## config.mk

```make
export PLATFORM = sky130hd
export DESIGN_NAME = cam_init_seq
export DESIGN_NICKNAME = d
export VERILOG_FILES = /design/src/rtl/cam_cfg_pkg.sv /design/src/rtl/cam_reg_rom.sv /design/src/rtl/cam_init_seq.sv
export SDC_FILE = /design/constraint.sdc
export NUM_CORES = 1
export LEC_CHECK = 0
export CORE_ASPECT_RATIO = 1.1
export CORE_MARGIN = 2
export CORE_UTILIZATION = 60
export DETAILED_ROUTE_END_ITERATION = 12
export PLACE_DENSITY = 0.81
export SKIP_LAST_GASP = 1
export SLEW_MARGIN = 5
export SYNTH_ARGS = -nofsm -noshare
export SYNTH_HDL_FRONTEND = slang
export SYNTH_HIERARCHICAL = 1
export SYNTH_SLANG_ARGS = --single-unit
```

## constraint.sdc

```tcl
create_clock -name meg25 -period 7.9 [get_ports meg25]
set_clock_uncertainty 0.05 [all_clocks]
set_input_delay 1.58 -clock meg25 [delete_from_list [all_inputs] [get_ports meg25]]
set_output_delay 1.58 -clock meg25 [all_outputs]
set_load 0.02 [all_outputs]
```

## src/rtl/cam_cfg_pkg.sv

```systemverilog
// Shared definitions for the camera register-configuration sequencer.
// Holds the sequencer state encoding, the table entry layout, the delay
// marker address and the default timing parameters.
package cam_cfg_pkg;

    typedef enum logic [3:0] {
        StIdle,
        StPwrup,
        StLoad,
        StClr,
        StSend,
        StGap,
        StDelay,
        StDone,
        StError
    } cfg_state_e;

    // Table entries with this address are waits, not register writes.
    localparam logic [15:0] DELAY_TAG = 16'hFFFF;

    typedef struct packed {
        logic [15:0] addr;
        logic [7:0]  data;
    } cfg_entry_t;

    localparam int unsigned DEF_NUM_REGS       = 64;
    localparam int unsigned DEF_PWRUP_MS       = 20;
    localparam int unsigned DEF_CYCLES_PER_MS  = 25000;
    localparam int unsigned DEF_GAP_CYCLES     = 300;
    localparam int unsigned DEF_TIMEOUT_CYCLES = 20000;
    localparam int unsigned DEF_MAX_RETRY      = 3;

    function automatic logic is_delay(input cfg_entry_t e);
        return e.addr == DELAY_TAG;
    endfunction

endpackage

```

## src/rtl/cam_reg_rom.sv

```systemverilog
// OV5640 configuration table (VGA, RGB565), purely combinational.
// Ports:
//   index - table entry number
//   entry - {register address, value}; unused indices read as a zero-length wait
module cam_reg_rom
    import cam_cfg_pkg::*;
(
    input  logic [7:0] index,
    output cfg_entry_t entry
);

    always_comb begin
        entry = '{addr: DELAY_TAG, data: 8'h00};
        case (index)
            8'd0:  entry = '{addr: 16'h3008, data: 8'h82};  // software reset
            8'd1:  entry = '{addr: 16'h3103, data: 8'h03};  // clock from PLL
            8'd2:  entry = '{addr: DELAY_TAG, data: 8'h05}; // let the reset settle
            8'd3:  entry = '{addr: 16'h3017, data: 8'hFF};
            8'd4:  entry = '{addr: 16'h3018, data: 8'hFF};
            8'd5:  entry = '{addr: 16'h3034, data: 8'h1A};
            8'd6:  entry = '{addr: 16'h3037, data: 8'h13};
            8'd7:  entry = '{addr: 16'h3108, data: 8'h01};
            8'd8:  entry = '{addr: 16'h3630, data: 8'h36};
            8'd9:  entry = '{addr: 16'h3631, data: 8'h0E};
            8'd10: entry = '{addr: 16'h3632, data: 8'hE2};
            8'd11: entry = '{addr: 16'h3633, data: 8'h12};
            8'd12: entry = '{addr: 16'h3621, data: 8'hE0};
            8'd13: entry = '{addr: 16'h3704, data: 8'hA0};
            8'd14: entry = '{addr: 16'h3703, data: 8'h5A};
            8'd15: entry = '{addr: 16'h3715, data: 8'h78};
            8'd16: entry = '{addr: 16'h3717, data: 8'h01};
            8'd17: entry = '{addr: 16'h370B, data: 8'h60};
            8'd18: entry = '{addr: 16'h3705, data: 8'h1A};
            8'd19: entry = '{addr: 16'h3905, data: 8'h02};
            8'd20: entry = '{addr: 16'h3906, data: 8'h10};
            8'd21: entry = '{addr: 16'h3901, data: 8'h0A};
            8'd22: entry = '{addr: 16'h3731, data: 8'h12};
            8'd23: entry = '{addr: 16'h3600, data: 8'h08};
            8'd24: entry = '{addr: 16'h3601, data: 8'h33};
            8'd25: entry = '{addr: 16'h3808, data: 8'h02};  // width 640
            8'd26: entry = '{addr: 16'h3809, data: 8'h80};
            8'd27: entry = '{addr: 16'h380A, data: 8'h01};  // height 480
            8'd28: entry = '{addr: 16'h380B, data: 8'hE0};
            8'd29: entry = '{addr: 16'h4300, data: 8'h61};  // RGB565
            8'd30: entry = '{addr: 16'h501F, data: 8'h01};
            8'd31: entry = '{addr: 16'h3008, data: 8'h02};  // wake from standby
            default: ;
        endcase
    end

endmodule

```

## src/rtl/cam_init_seq.sv

```systemverilog
// Camera configuration sequencer feeding an SCCB/I2C byte-frame writer.
// After start and a power-up wait it walks the register table, handing each
// write to the writer with a level sendit/done handshake, retrying NACKed or
// timed-out frames and honouring embedded millisecond waits.
// Ports:
//   meg25       - 25 MHz clock
//   reset       - asynchronous active-high reset
//   start       - rising edge starts a run when not busy
//   i2c_done    - writer frame complete (level)
//   i2c_ack     - writer sticky NACK flag
//   send_dat    - {addr, data} of the current write
//   sendit      - write request level
//   i2c_ack_clr - one-cycle clear of the writer's NACK flag
//   busy        - run in progress
//   config_done - table completed
//   config_err  - retries exhausted
//   reg_index   - current or failing table index
module cam_init_seq
    import cam_cfg_pkg::*;
#(
    parameter int unsigned NUM_REGS       = DEF_NUM_REGS,
    parameter int unsigned PWRUP_MS       = DEF_PWRUP_MS,
    parameter int unsigned CYCLES_PER_MS  = DEF_CYCLES_PER_MS,
    parameter int unsigned GAP_CYCLES     = DEF_GAP_CYCLES,
    parameter int unsigned TIMEOUT_CYCLES = DEF_TIMEOUT_CYCLES,
    parameter int unsigned MAX_RETRY      = DEF_MAX_RETRY
) (
    input  logic        meg25,
    input  logic        reset,
    input  logic        start,
    input  logic        i2c_done,
    input  logic        i2c_ack,
    output logic [23:0] send_dat,
    output logic        sendit,
    output logic        i2c_ack_clr,
    output logic        busy,
    output logic        config_done,
    output logic        config_err,
    output logic [7:0]  reg_index
);

    localparam logic [23:0] PWRUP_CNT = 24'(PWRUP_MS * CYCLES_PER_MS);
    localparam logic [23:0] GAP_CNT   = 24'(GAP_CYCLES);
    localparam logic [23:0] TMO_CNT   = 24'(TIMEOUT_CYCLES);
    localparam logic [8:0]  END_IDX   = 9'(NUM_REGS);

    cfg_state_e  state_q, state_d;
    logic [23:0] cnt_q, cnt_d;
    logic [8:0]  idx_q, idx_d, idx_next;
    logic [7:0]  retry_q, retry_d;
    logic        bad_q, bad_d;
    logic        start_q;
    logic        start_edge;
    cfg_entry_t  rom_entry;
    cfg_entry_t  dat_q, dat_d;
    logic [23:0] delay_cnt;
    logic        sendit_q, clr_q, busy_q, done_q, err_q;

    cam_reg_rom u_rom (
        .index (idx_q[7:0]),
        .entry (rom_entry)
    );

    assign start_edge = start & ~start_q;
    assign idx_next   = idx_q + 9'd1;
    assign delay_cnt  = 24'(32'(rom_entry.data) * CYCLES_PER_MS);

    // cnt_q is a down-counter loaded on state entry; a state ends when it
    // reaches 1, so each timed state lasts max(load value, 1) cycles.
    always_comb begin
        state_d = state_q;
        cnt_d   = cnt_q;
        idx_d   = idx_q;
        retry_d = retry_q;
        bad_d   = bad_q;
        dat_d   = dat_q;
        unique case (state_q)
            StIdle, StDone, StError: begin
                if (start_edge) begin
                    idx_d   = '0;
                    retry_d = '0;
                    cnt_d   = PWRUP_CNT;
                    state_d = StPwrup;
                end
            end
            StPwrup: begin
                if (cnt_q <= 24'd1) state_d = StLoad;
                else                cnt_d   = cnt_q - 24'd1;
            end
            StLoad: begin
                dat_d = rom_entry;
                if (is_delay(rom_entry)) begin
                    cnt_d   = delay_cnt;
                    state_d = StDelay;
                end else begin
                    state_d = StClr;
                end
            end
            StClr: begin
                cnt_d   = TMO_CNT;
                state_d = StSend;
            end
            StSend: begin
                if (i2c_done) begin
                    bad_d   = i2c_ack;
                    cnt_d   = GAP_CNT;
                    state_d = StGap;
                end else if (cnt_q <= 24'd1) begin
                    bad_d   = 1'b1;
                    cnt_d   = GAP_CNT;
                    state_d = StGap;
                end else begin
                    cnt_d = cnt_q - 24'd1;
                end
            end
            StGap: begin
                if (cnt_q > 24'd1) begin
                    cnt_d = cnt_q - 24'd1;
                end else if (!bad_q) begin
                    retry_d = '0;
                    idx_d   = idx_next;
                    state_d = (idx_next == END_IDX) ? StDone : StLoad;
                end else if (32'(retry_q) < MAX_RETRY) begin
                    retry_d = retry_q + 8'd1;
                    state_d = StLoad;
                end else begin
                    state_d = StError;
                end
            end
            StDelay: begin
                if (cnt_q > 24'd1) begin
                    cnt_d = cnt_q - 24'd1;
                end else begin
                    idx_d   = idx_next;
                    state_d = (idx_next == END_IDX) ? StDone : StLoad;
                end
            end
            default: state_d = StIdle;
        endcase
    end

    // Outputs are registered from the next state so they line up with it.
    always_ff @(posedge meg25 or posedge reset) begin
        if (reset) begin
            state_q  <= StIdle;
            cnt_q    <= '0;
            idx_q    <= '0;
            retry_q  <= '0;
            bad_q    <= 1'b0;
            start_q  <= 1'b0;
            dat_q    <= '0;
            sendit_q <= 1'b0;
            clr_q    <= 1'b0;
            busy_q   <= 1'b0;
            done_q   <= 1'b0;
            err_q    <= 1'b0;
        end else begin
            state_q  <= state_d;
            cnt_q    <= cnt_d;
            idx_q    <= idx_d;
            retry_q  <= retry_d;
            bad_q    <= bad_d;
            start_q  <= start;
            dat_q    <= dat_d;
            sendit_q <= (state_d == StSend);
            clr_q    <= (state_d == StClr);
            busy_q   <= !(state_d inside {StIdle, StDone, StError});
            done_q   <= (state_d == StDone);
            err_q    <= (state_d == StError);
        end
    end

    assign send_dat    = dat_q;
    assign sendit      = sendit_q;
    assign i2c_ack_clr = clr_q;
    assign busy        = busy_q;
    assign config_done = done_q;
    assign config_err  = err_q;
    assign reg_index   = idx_q[7:0];

endmodule
```

==> flow_summary.json, run 1 <==
{
  "io_buffers": 41,
  "use_met2": 0.4921,
  "grt_pass1_vias": 5676,
  "synth_cells": 808,
  "cts_tree": "done",
  "start_util": 0.6089,
  "num_io_pins": 42,
  "grt_pass1_wl_um": 28270,
  "crit_path_end": "cnt_q[20]",
  "ys_top_cells_by_count": "nand2_1 (124), o21ai_0 (78), dfrtp_1 (76)",
  "clk_pin_slew_ns": 0.07,
  "reg2reg_to": "cnt_q[20]",
  "dieArea_sq_mm": 0.01183,
  "grt.overflow.total": 0,
  "top_usage_layer": "met2",
  "rrSetupSlack_ns": 1.82,
  "synthFlopType": "dfrtp_1",
  "clock_latency_ns": 0.35,
  "hpwl_um": 12290,
  "ys_ff_latch": 76,
  "crit_start": "idx_q[1]",
  "ys_top_cells_by_area": "dfrtp_1 (29%), ha_1 (11%), nand2_1 (7.1%)",
  "synth_edf_count": 0,
  "fin_setup_tns_ns": 0,
  "cts_hold_buf": 0,
  "status": "finished, final reports clean",
  "drive_gt1_frac": 0.06303,
  "htree_levels": 3,
  "finalHoldViolations": 0,
  "synth_area_leader_cell": "dfrtp_1",
  "crit_chain": "o21ai_0, a2111oi_2, ha_1, ha_1, inv_1, fa_1, inv_1, fa_1, ha_1, o21ai_0, o21ai_0, a2111oi_0, o31ai_1, a21oi_1, xor2_1, o311ai_1",
  "antenna_cells": 0,
  "p_total_uw": 2322,
  "cts_setup_buffers": 0,
  "finalCriticalPeriod_ns": 6.084,
  "worst_slew_pin_slew_ns": 1.103,
  "setup-violations-final": 0,
  "yosysSeqAreaShare": 0.2889,
  "required_ns": 8.08,
  "nets": 895,
  "cts_num_sinks": 76,
  "p_leak_uw": 0.003345,
  "post_cts_resized": 0,
  "cp_max_fo": 28,
  "ant_nets": 0,
  "critPathLaunchType": "flop",
  "syn2layout_area_growth_pct": 10.19,
  "num_vias": 6086,
  "grtUsageMet1": 0.3914,
  "root_buffer": "clkbuf_16",
  "critPathSlowestCell": "dfrtp_1",
  "synth_area_sq_mm": 0.006583,
  "slowest_delay_ns": 0.96,
  "cts_made_buffers": 9,
  "slew_viol_final": 0,
  "async_reset_ff_frac": 1.000,
  "fillers": 915,
  "grt_max_degree": 77,
  "hold_class": "reg2reg",
  "ir_worst_vdd_v": 0.0002014,
  "drt-pass1-iter-count": 6,
  "viasPerCell": 6.261,
  "drtIter0Drc": 576,
  "slew_headroom": 0.2627,
  "r2r-start": "idx_q[1]",
  "clk_path_buf_depth": 2,
  "antenna_found_initial": 0,
  "worstSetupPathType": "reg2reg",
  "synth_most_common_cell": "nand2_1",
  "yosys.area.top_type_share": 0.2889,
  "end_kind": "flop",
  "die_h_um": 113.9,
  "row_count": 40,
  "avgSynthCellArea_sq_um": 8.147,
  "yosysUniqueCellTypes": 80,
  "rsz0062_at_grt": "false",
  "wl_um": 17200,
  "gr-usage-all-layers": 0.2947,
  "wl_per_cell_um": 17.70,
  "drc": 0,
  "fin_crit_sh": 0.7702,
  "maxCapViolCount": 0,
  "pwr_density_cell_mw_per_mm2": 320.1,
  "synth_nets": 883,
  "gp_congestion": 0.9760,
  "rr_worst_depth": 16,
  "clock.fmax_mhz": 164.4,
  "core_area_sq_mm": 0.01081,
  "cp.arrival_ns": 6.27,
  "met3_usage": 0.03886,
  "ys.warnings.count": 6,
  "die_w_um": 103.9
}
worst min-delay path by stage:
stage                 start      endpoint  cells after the start
4_1_cts        send_dat[19]  send_dat[19]                      2
6_report       send_dat[19]  send_dat[19]                      2
3_3_place_gp   send_dat[21]  send_dat[21]                      2
3_5_place_dp   send_dat[19]  send_dat[19]                      2
5_1_grt        send_dat[19]  send_dat[19]                      2
2_1_floorplan    retry_q[4]    retry_q[4]                      1
through the flow:
stage               worst slack, ns  area, sq um  instances  hold WS, ns  utilization
CTS                           1.833         7253        972       0.4284       0.6709
global route                  1.101         7253        972       0.4489       0.6709
detailed placement            1.867         6963        956       0.4119       0.6441
finish                        1.816         7253        972       0.4238       0.6709
floorplan                     2.756         6583        808       0.3946            -
global placement              2.156         6963        956       0.4084       0.6441
placed cells by master, fill, tap and decap left out, types with 11 or more instances in the layout:
| cell | n |
|---|---|
| nand2_1 | 124 |
| o21ai_0 | 78 |
| dfrtp_1 | 76 |
| nor2_1 | 72 |
| ha_1 | 58 |
| clkdlybuf4s50_1 | 41 |
| inv_1 | 40 |
| a21oi_1 | 37 |
| nor3_1 | 23 |
| nand3_1 | 14 |
| a31oi_1 | 13 |
| nor2b_1 | 12 |
| and2_1 | 12 |
| fa_1 | 12 |
| o31ai_1 | 11 |
metal layers:
metal  vias up  part of all wire
met5         -                 0
met4         0             0.027
met3        38             0.064
met2       283              0.48
met1      2854              0.43
li1       2911                 -
sequential cells by signal, summed over array words and instances, names as in the netlist, 4 cells and up:
name      cells
idx_q         9
cnt_q        24
retry_q       8
state_q       4
send_dat     24
critical path: cells and delay by family (launching register included):
family / cells / cell delay (ns)
flip-flops: 1 / 0.96
adder cells (fa/ha/maj): 5 / 2.00
AO/OA/AOI/OAI: 8 / 2.76
buffers and inverters: 2 / 0.11
XOR/XNOR: 1 / 0.09
power breakdown:
| group | internal (uW) | leakage (uW) | switching (uW) |
|---|---|---|---|
| clock network | 221 | 0.000140 | 190 |
| logic | 535 | 0.00219 | 825 |
| registers | 455 | 0.00102 | 96.0 |
| total | 1210 | 0.00334 | 1110 |
layout make-up:
| cell class | count | area [sq um] | share of cell area |
|---|---|---|---|
| multi-input cells | 641 | 4242 | 0.5848 |
| flip-flops and latches | 76 | 1902 | 0.2622 |
| repair buffers | 50 | 478.0 | 0.06590 |
| clock buffers | 9 | 225.2 | 0.03105 |
| well taps | 147 | 183.9 | 0.02536 |
| inverters | 42 | 157.7 | 0.02174 |
| clock inverters | 7 | 65.06 | 0.008970 |
logic make-up (layout without fill, tap and decap cells):
family | Yosys count | count (layout) | share of synthesized area
adder cells (fa/ha/maj) | 70 | 70 | 0.1467
flip-flops | 76 | 76 | 0.2889
XOR/XNOR | 18 | 18 | 0.02395
AO/OA/AOI/OAI | 227 | 227 | 0.2247
buffers and inverters | 91 | 108 | 0.06748
AND/OR/NAND/NOR | 319 | 319 | 0.2366
multiplexers | 7 | 7 | 0.01159
(Power assumes the default switching activity.)
==> inputs of run 2 (changes only) <==
- clock period: 7.9 -> 6.3 ns (I/O delays scaled with it)
==> run 2 against run 1 <==
Setup slack worse by 1.4 ns. Cell count up 0.93%. Combinational power up 29%. Sequential cell count unchanged. Critical path type unchanged. Critical endpoint is now cnt_q[18].
==> flow_summary.json, run 2 (synthesized netlist as in run 1, its figures left out) <==
{
  "status": "finished, final reports clean",
  "place_area_sq_mm": 0.007043,
  "ir_worst_vdd_v": 0.0002746,
  "drtIter0Drc": 514,
  "worstSetupPathType": "reg2reg",
  "wl_met2_um": 8637,
  "setup-violations-final": 0,
  "met1_length_um": 7559,
  "hpwl_um": 12830,
  "cts_hold_buf": 0,
  "viasPerCell": 6.407,
  "fillers": 902,
  "critPathLaunchType": "flop",
  "clk_path_buf_depth": 2,
  "layout_common_cells": "nand2_1 (124), o21ai_0 (78), dfrtp_1 (76)",
  "required_ns": 6.46,
  "clk_pin_slew_ns": 0.07,
  "dieArea_sq_mm": 0.01183,
  "fin_area_sq_mm": 0.007335,
  "die_h_um": 113.9,
  "slowest_delay_ns": 0.81,
  "path_common_cell": "inv_1",
  "fin_crit_sh": 0.9394,
  "crit_chain": "and2_1, a21oi_1, a2bb2oi_1, nor2_1, inv_1, ha_1, inv_1, ha_1, inv_1, fa_1, inv_1, fa_1, ha_1, a21oi_1, nand2_1, a2111oi_1, nor2_1, xnor2_1, a211oi_1, o21ai_0",
  "grt_pass1_wl_um": 29470,
  "rsz0062_at_grt": "false",
  "grt_max_degree": 40,
  "dp.cells": 965,
  "io_buffers": 41,
  "die_w_um": 103.9,
  "ant_nets": 0,
  "end_kind": "flop",
  "grt_pass1_vias": 5984,
  "p_total_uw": 2974,
  "root_buffer": "clkbuf_16",
  "core_area_sq_mm": 0.01081,
  "p_leak_uw": 0.003393,
  "post-route-util": 0.6785,
  "wl_per_cell_um": 18.19,
  "start_util": 0.6089,
  "wl_um": 17850,
  "layout_commonest_cell": "nand2_1",
  "num_io_pins": 42,
  "fin_setup_tns_ns": 0,
  "dr_wl_met3_um": 1182,
  "finalNonFillerCells": 981,
  "antenna_cells": 0,
  "nets": 904,
  "row_count": 40,
  "finalCriticalPeriod_ns": 5.919,
  "finalHoldViolations": 0,
  "top_layer": "met4",
  "gr-usage-all-layers": 0.3060,
  "drive_gt1_frac": 0.07314,
  "slew_viol_final": 0,
  "drc": 0,
  "cp.arrival_ns": 6.07,
  "cts_num_sinks": 76,
  "cts_tree": "done",
  "grt.overflow.total": 0,
  "num_vias": 6285,
  "syn2layout_area_growth_pct": 11.42,
  "worst_slew_pin_slew_ns": 1.101,
  "cts_made_buffers": 9,
  "clock_latency_ns": 0.35,
  "maxCapViolCount": 0,
  "rrSetupSlack_ns": 0.38,
  "antenna_found_initial": 0,
  "hold_class": "reg2reg",
  "htree_levels": 3,
  "pwr_density_cell_mw_per_mm2": 405.4,
  "slew_headroom": 0.2643,
  "cp_max_fo": 25,
  "critPathSlowestCell": "dfrtp_1",
  "clock.fmax_mhz": 169.0,
  "gp_congestion": 0.9124,
  "drt-pass1-iter-count": 8
}
[run 2: cell types whose count changed in the layout (fill, tap and decap cells not counted), sizes merged]
cell	change
clkinv	-1
inv	+1
buf	+9
[run 2: worst max-delay path, delay by kind of cell (launching register included)]
family / cells / cell delay (ns)
fa+ha+maj: 5 / 1.80
compound gates: 6 / 1.64
simple gates: 4 / 1.00
flops: 1 / 0.81
buf+inv: 4 / 0.34
xor+xnor: 1 / 0.15
[run 2: final timing paths]
check	from	endpoint	cells after the start
setup / recovery	idx_q[2]	cnt_q[18]	20
hold / removal	send_dat[20]	send_dat[20]	2
setup reg to reg	idx_q[2]	cnt_q[18]	20
hold reg to reg	send_dat[20]	send_dat[20]	2
max in group asynchronous	reset	send_dat[1]	3
min in group asynchronous	reset	retry_q[3]	2
[run 2: cell type report]
| cell class | count | area [sq um] | share of cell area |
|---|---|---|---|
| flip-flops and latches | 76 | 1902 | 0.2593 |
| inverters | 42 | 157.7 | 0.02149 |
| clock buffers | 9 | 225.2 | 0.03071 |
| clock inverters | 7 | 65.06 | 0.008871 |
| multi-input cells | 641 | 4243 | 0.5785 |
| well taps | 147 | 183.9 | 0.02508 |
| repair buffers | 59 | 558.0 | 0.07608 |
[run 2: stage by stage]
step                setup slack, ns  hold WS (ns)
floorplan                     1.156        0.3946
global placement             0.7213        0.4098
detailed placement           0.5009        0.4166
CTS                          0.4057        0.4349
global route                0.07375        0.4483
finish                       0.3815        0.4288
[run 2: layer usage]
layer / vias up / GRT usage
li1: 2932 / -
met3: 52 / 0.05143
met2: 300 / 0.5224
met4: 0 / 0.1108
met5: - / 0
met1: 3001 / 0.3946
[run 2: what timing repair did]
action / CTS / global route
endpoints found under the setup margin: 0 / 2
buffers inserted: 0 / 0
gates resized for setup: 0 / 1
[run 2: power breakdown]
group          switching, uW  total, uW  internal (uW)  leakage (uW)
clock                    242        519            278      0.000141
sequential               121        692            571       0.00102
combinational           1070       1760            691       0.00224
total                   1430       2970           1540       0.00339
